[src/rtl/busca_instrucao.sv]
`default_nettype none
// ============================================================================
// busca_instrucao: instruction fetch stage (PC, capture register, run FSM)
// Rev 1.0
// ============================================================================
module busca_instrucao #(
  parameter logic [7:0] END_FINAL = 8'hFF,
  parameter logic [7:0] END_RESET = 8'h00
) (
  input  logic       clk,
  input  logic       rst,
  input  logic       inicio,
  input  logic [7:0] end_inicio,
  input  logic       espera,
  input  logic       desvio,
  input  logic [7:0] alvo,
  input  logic [7:0] instrucao,
  output logic [7:0] endereco,
  output logic [7:0] instr_reg,
  output logic [7:0] pc_instr,
  output logic       instr_valida,
  output logic       executando,
  output logic [7:0] contador
);

  localparam logic [1:0] S_OCIOSO = 2'd0;
  localparam logic [1:0] S_BUSCA  = 2'd1;
  localparam logic [1:0] S_FIM    = 2'd2;

  logic [1:0] r_state;
  logic [1:0] w_next_state;

  logic [7:0] r_pc;
  logic [7:0] r_instr;
  logic [7:0] r_pc_instr;
  logic       r_valida;
  logic [7:0] r_contador;

  logic       w_em_busca;
  logic       w_start;
  logic       w_desvio;
  logic       w_espera;
  logic       w_fetch;
  logic       w_halt;
  logic [7:0] w_cont_inc;

  // Branch beats stall, stall beats fetch; all three only matter in BUSCA.
  assign w_em_busca = (r_state == S_BUSCA);
  assign w_start    = !w_em_busca && inicio;
  assign w_desvio   = w_em_busca && desvio;
  assign w_espera   = w_em_busca && !desvio && espera;
  assign w_fetch    = w_em_busca && !desvio && !espera;
  assign w_halt     = w_fetch && (r_pc == END_FINAL);
  assign w_cont_inc = (r_contador == 8'hFF) ? 8'hFF : r_contador + 8'd1;

  always_ff @(posedge clk or posedge rst) begin
    if (rst) begin
      r_state <= S_OCIOSO;
    end else begin
      r_state <= w_next_state;
    end
  end

  always_comb begin
    w_next_state = r_state;
    case (r_state)
      S_OCIOSO: if (inicio) w_next_state = S_BUSCA;
      S_BUSCA:  if (w_halt) w_next_state = S_FIM;
      S_FIM:    if (inicio) w_next_state = S_BUSCA;
      default:  w_next_state = S_OCIOSO;
    endcase
  end

  always_comb begin
    executando = (r_state == S_BUSCA);
  end

  always_ff @(posedge clk or posedge rst) begin
    if (rst) begin
      r_pc       <= END_RESET;
      r_instr    <= 8'h00;
      r_pc_instr <= 8'h00;
      r_valida   <= 1'b0;
      r_contador <= 8'h00;
    end else if (w_start) begin
      r_pc       <= end_inicio;
      r_contador <= 8'h00;
      r_valida   <= 1'b0;
    end else if (w_desvio) begin
      r_pc     <= alvo;
      r_valida <= 1'b0;
    end else if (w_fetch) begin
      r_instr    <= instrucao;
      r_pc_instr <= r_pc;
      r_valida   <= 1'b1;
      r_pc       <= r_pc + 8'd1;
      r_contador <= w_cont_inc;
    end else if (!w_espera) begin
      // Idle or finished: drop the valid flag, everything else holds.
      r_valida <= 1'b0;
    end
  end

  assign endereco     = r_pc;
  assign instr_reg    = r_instr;
  assign pc_instr     = r_pc_instr;
  assign instr_valida = r_valida;
  assign contador     = r_contador;

endmodule
`default_nettype wire

[config.mk]
export PLATFORM = sky130hd
export DESIGN_NAME = busca_instrucao
export DESIGN_NICKNAME = d
export VERILOG_FILES = /design/src/rtl/busca_instrucao.sv
export SDC_FILE = /design/constraint.sdc
export NUM_CORES = 1
export LEC_CHECK = 0
export ABC_CLOCK_PERIOD_IN_PS = 2200
export CORE_MARGIN = 10
export CORE_UTILIZATION = 44
export DETAILED_ROUTE_END_ITERATION = 8
export GPL_ROUTABILITY_DRIVEN = 0
export GPL_TIMING_DRIVEN = 0
export PLACE_DENSITY = 0.89
export SLEW_MARGIN = 20
export SYNTH_ARGS = -nofsm -noshare
export SYNTH_HDL_FRONTEND = slang
export SYNTH_SLANG_ARGS = --single-unit
[constraint.sdc]
create_clock -name clk -period 2.2 [get_ports clk]
set_input_delay 0.44 -clock clk [delete_from_list [all_inputs] [get_ports clk]]
set_output_delay 0.44 -clock clk [all_outputs]
set_load 0.01 [all_outputs]
==> results.json, run 1 <==
{
  "wl_per_cell_um": 15.6,
  "drc": 0,
  "drt_pass1_iterations": 4,
  "tightestPinTransition_ns": 0.717,
  "critical_path_class": "register to primary output",
  "power_density_nw_per_um2": 1050,
  "postCtsHoldBufs": 0,
  "worstPathArrival_ns": 1.67,
  "period_minus_slack_ns": 2.11,
  "r2r_cells": 4,
  "rows": 22,
  "run_status": "complete, no violations",
  "synthesis.nets": 231,
  "vdd_drop_max_uv": 560,
  "drtIter0Drc": 102,
  "synthArstFlopShare": 1.00,
  "grt_setup_unrepaired": "false",
  "grt_pass1_wl_um": 8140,
  "ys_ff_latch": 35,
  "syn2layout_area_growth_pct": 45.4,
  "max-slew-margin-rel": 0.521,
  "start_kind": "register",
  "clk_pin_slew_ns": 0.07,
  "antenna_found_initial": 0,
  "dp_hpwl_um": 3680,
  "p_leak_nw": 1.17,
  "fp.dieW_um": 82.9,
  "synth_top_flop_cell": "dfrtp_1",
  "required_ns": 1.76,
  "numClockSinks": 35,
  "drtAntennaViolNets": 0,
  "grtUsageMet3": 0.0508,
  "worst-path-buf-inv": 2,
  "cts_tree": "yes",
  "avgSynthCellArea_um2": 8.70,
  "synth.area.top_cells": "dfrtp_1 (50%), nand2_1 (13%), o21ai_0 (2.9%)",
  "path_cells": "nand2b_2, inv_4, clkdlybuf4s50_1",
  "grt_max_degree": 36,
  "nNetsFinal": 298,
  "period_share": 0.957,
  "power.total_mw": 2.64,
  "slew_violations": 0,
  "setup_ws_ns": 0.0944,
  "cts_buffers": 5,
  "synth_top_area_share": 0.504,
  "wirelength_um": 4940,
  "hp-start": "pc_instr[2]$_DFFE_PP0P_",
  "slowest_delay_ns": 0.56,
  "initial_utilization": 0.465,
  "post-synth-top-count-cell": "nand2_1",
  "die_h_um": 82.9,
  "synth_common_cells": "nand2_1 (59), dfrtp_1 (35), o21ai_0 (10)",
  "clk_latency_ns": 0.29,
  "syn_area_um2": 1740,
  "hp-class": "register to register",
  "io_pins": 63,
  "n_antenna_cell": 0,
  "grtUsageMet2": 0.221,
  "finalSetupViolations": 0,
  "synth_edf_count": 0,
  "endpoint_kind": "primary output",
  "reg2reg_to": "contador[0]$_DFFE_PP0P_",
  "r2r_start": "r_state[1]$_DFFE_PP0P_",
  "finClkSkew_ns": 0.00494,
  "critical-path-top-delay-family": "buffers and inverters",
  "ys_seq_area_frac": 0.504,
  "grt_overflow": 0,
  "netlist-cell-type-count": 39,
  "rrSetupSlack_ns": 0.38,
  "hold_depth": 2,
  "use_met1": 0.173,
  "maxCapViolations": 0,
  "min_to": "pc_instr[2]$_DFFE_PP0P_",
  "grt_busiest_layer": "met2",
  "finalHoldViolations": 0,
  "yosysTopAreaCell": "dfrtp_1",
  "crit_path_max_fanout": 12,
  "via_count": 1695,
  "grt_usage": 0.139,
  "die-area_um2": 6870,
  "place_ws_ns": -0.0654,
  "drive_gt1_frac": 0.0709,
  "synth_cells": 200,
  "avgViaCountPerCell": 5.36,
  "crit_slowest_cell": "clkdlybuf4s50_1",
  "core_um2": 3740,
  "numPortBuffers": 61,
  "post_cts_buffers": 0,
  "max-clock-path-buffers": 2,
  "max_clock_freq_mhz": 475,
  "ys_warn_count": 0,
  "cts-root-buf": "clkbuf_8",
  "h-tree-depth": 2,
  "first_global_vias": 1655
}
[report_power, final]
group,internal (mW),total (mW),switching (mW)
Sequential,0.830,1.04,0.208
Combinational,0.557,1.01,0.450
Clock,0.366,0.598,0.232
[layout make-up]
cell class / instances / area [µm²]
repair buffers: 61 / 611
multi-input cells: 147 / 785
clock buffers: 6 / 82.6
inverters: 8 / 32.5
plain buffers: 9 / 47.5
clock inverters: 2 / 35.0
well taps: 48 / 60.1
flip-flops and latches: 35 / 876
fillers: 322 / 1210
[cells in the final DEF (no fill, tap or decap), types with 2 or more instances in the layout]
| cell | instances |
|---|---|
| o22ai_1 | 2 |
| xnor2_1 | 3 |
| a21oi_1 | 9 |
| clkbuf_1 | 3 |
| a31oi_1 | 3 |
| nand3_1 | 8 |
| and3_1 | 6 |
| a32oi_1 | 2 |
| o21ai_0 | 10 |
| clkdlybuf4s50_1 | 61 |
| dfrtp_1 | 35 |
| inv_1 | 6 |
| a22oi_1 | 2 |
| ha_1 | 2 |
| nand2_1 | 59 |
| a211o_1 | 2 |
| nand4_1 | 5 |
| buf_2 | 5 |
| nor2_1 | 9 |
| clkbuf_8 | 6 |
| and2_1 | 2 |
| nor3_1 | 3 |
| a211oi_1 | 3 |
[metal layers]
layer  vias up  routed length, µm
met5         -                  0
met4         0                 34
met3         5                374
met2        65               2280
met1       801               2240
li1        824                  -
[worst max-delay path by stage]
stage | startpoint | to | slack [ns] | cells after the start
2_1_floorplan | desvio | pc_instr[4]$_DFFE_PP0P_ | 0.60 | 6
3_3_place_gp | espera | contador[0]$_DFFE_PP0P_ | -0.05 | 5
3_5_place_dp | espera | contador[5]$_DFFE_PP0P_ | -0.07 | 6
4_1_cts | r_state[1]$_DFFE_PP0P_ | executando | 0.006 | 3
5_1_grt | espera | contador[7]$_DFFE_PP0P_ | 0.009 | 6
6_report | r_state[1]$_DFFE_PP0P_ | executando | 0.09 | 3
[per-stage QoR]
stage | cells | area (µm²) | TNS (ns) | hold WS (ns) | utilization
finish | 316 | 2530 | 0 | 0.476 | 0.675
CTS | 316 | 2520 | 0 | 0.478 | 0.674
floorplan | 200 | 1740 | 0 | 0.507 | -
global route | 316 | 2530 | 0 | 0.502 | 0.675
detailed placement | 309 | 2410 | -0.595 | 0.461 | 0.644
global placement | 309 | 2410 | -0.324 | 0.457 | 0.644
[repair_timing]
item                                    CTS  global route
gates resized for setup                   1             2
endpoints found under the setup margin    1             1
pin swaps                                 0             0
[logic make-up after synthesis]
| group | share of synthesized area |
|---|---|
| flip-flops | 0.504 |
| buffers and inverters | 0.0468 |
| XOR/XNOR | 0.0201 |
| adder cells (fa/ha/maj) | 0.0144 |
| multiplexers | 0.00576 |
| AO/OA/AOI/OAI | 0.138 |
| AND/OR/NAND/NOR | 0.271 |
[worst register-to-register path, delay by kind of cell (launching register included)]
kind	cells	cell delay, ns
compound gates	1	0.12
buf+inv	2	0.61
flops	1	0.42
simple gates	1	0.56
Note: power is estimated with default switching activity, not from simulation.
==> run 2, diff against run 1 <==
- CTS_CLUSTER_SIZE: not set -> 30
==> results of run 2 <==
No change in the layout: final DEF, timing and power equal those of run 1.
==> run 3, diff against run 2 <==
- GPL_ROUTABILITY_DRIVEN: 0 -> 1
==> results of run 3 <==
No change in the layout: final DEF, timing and power equal those of run 1.
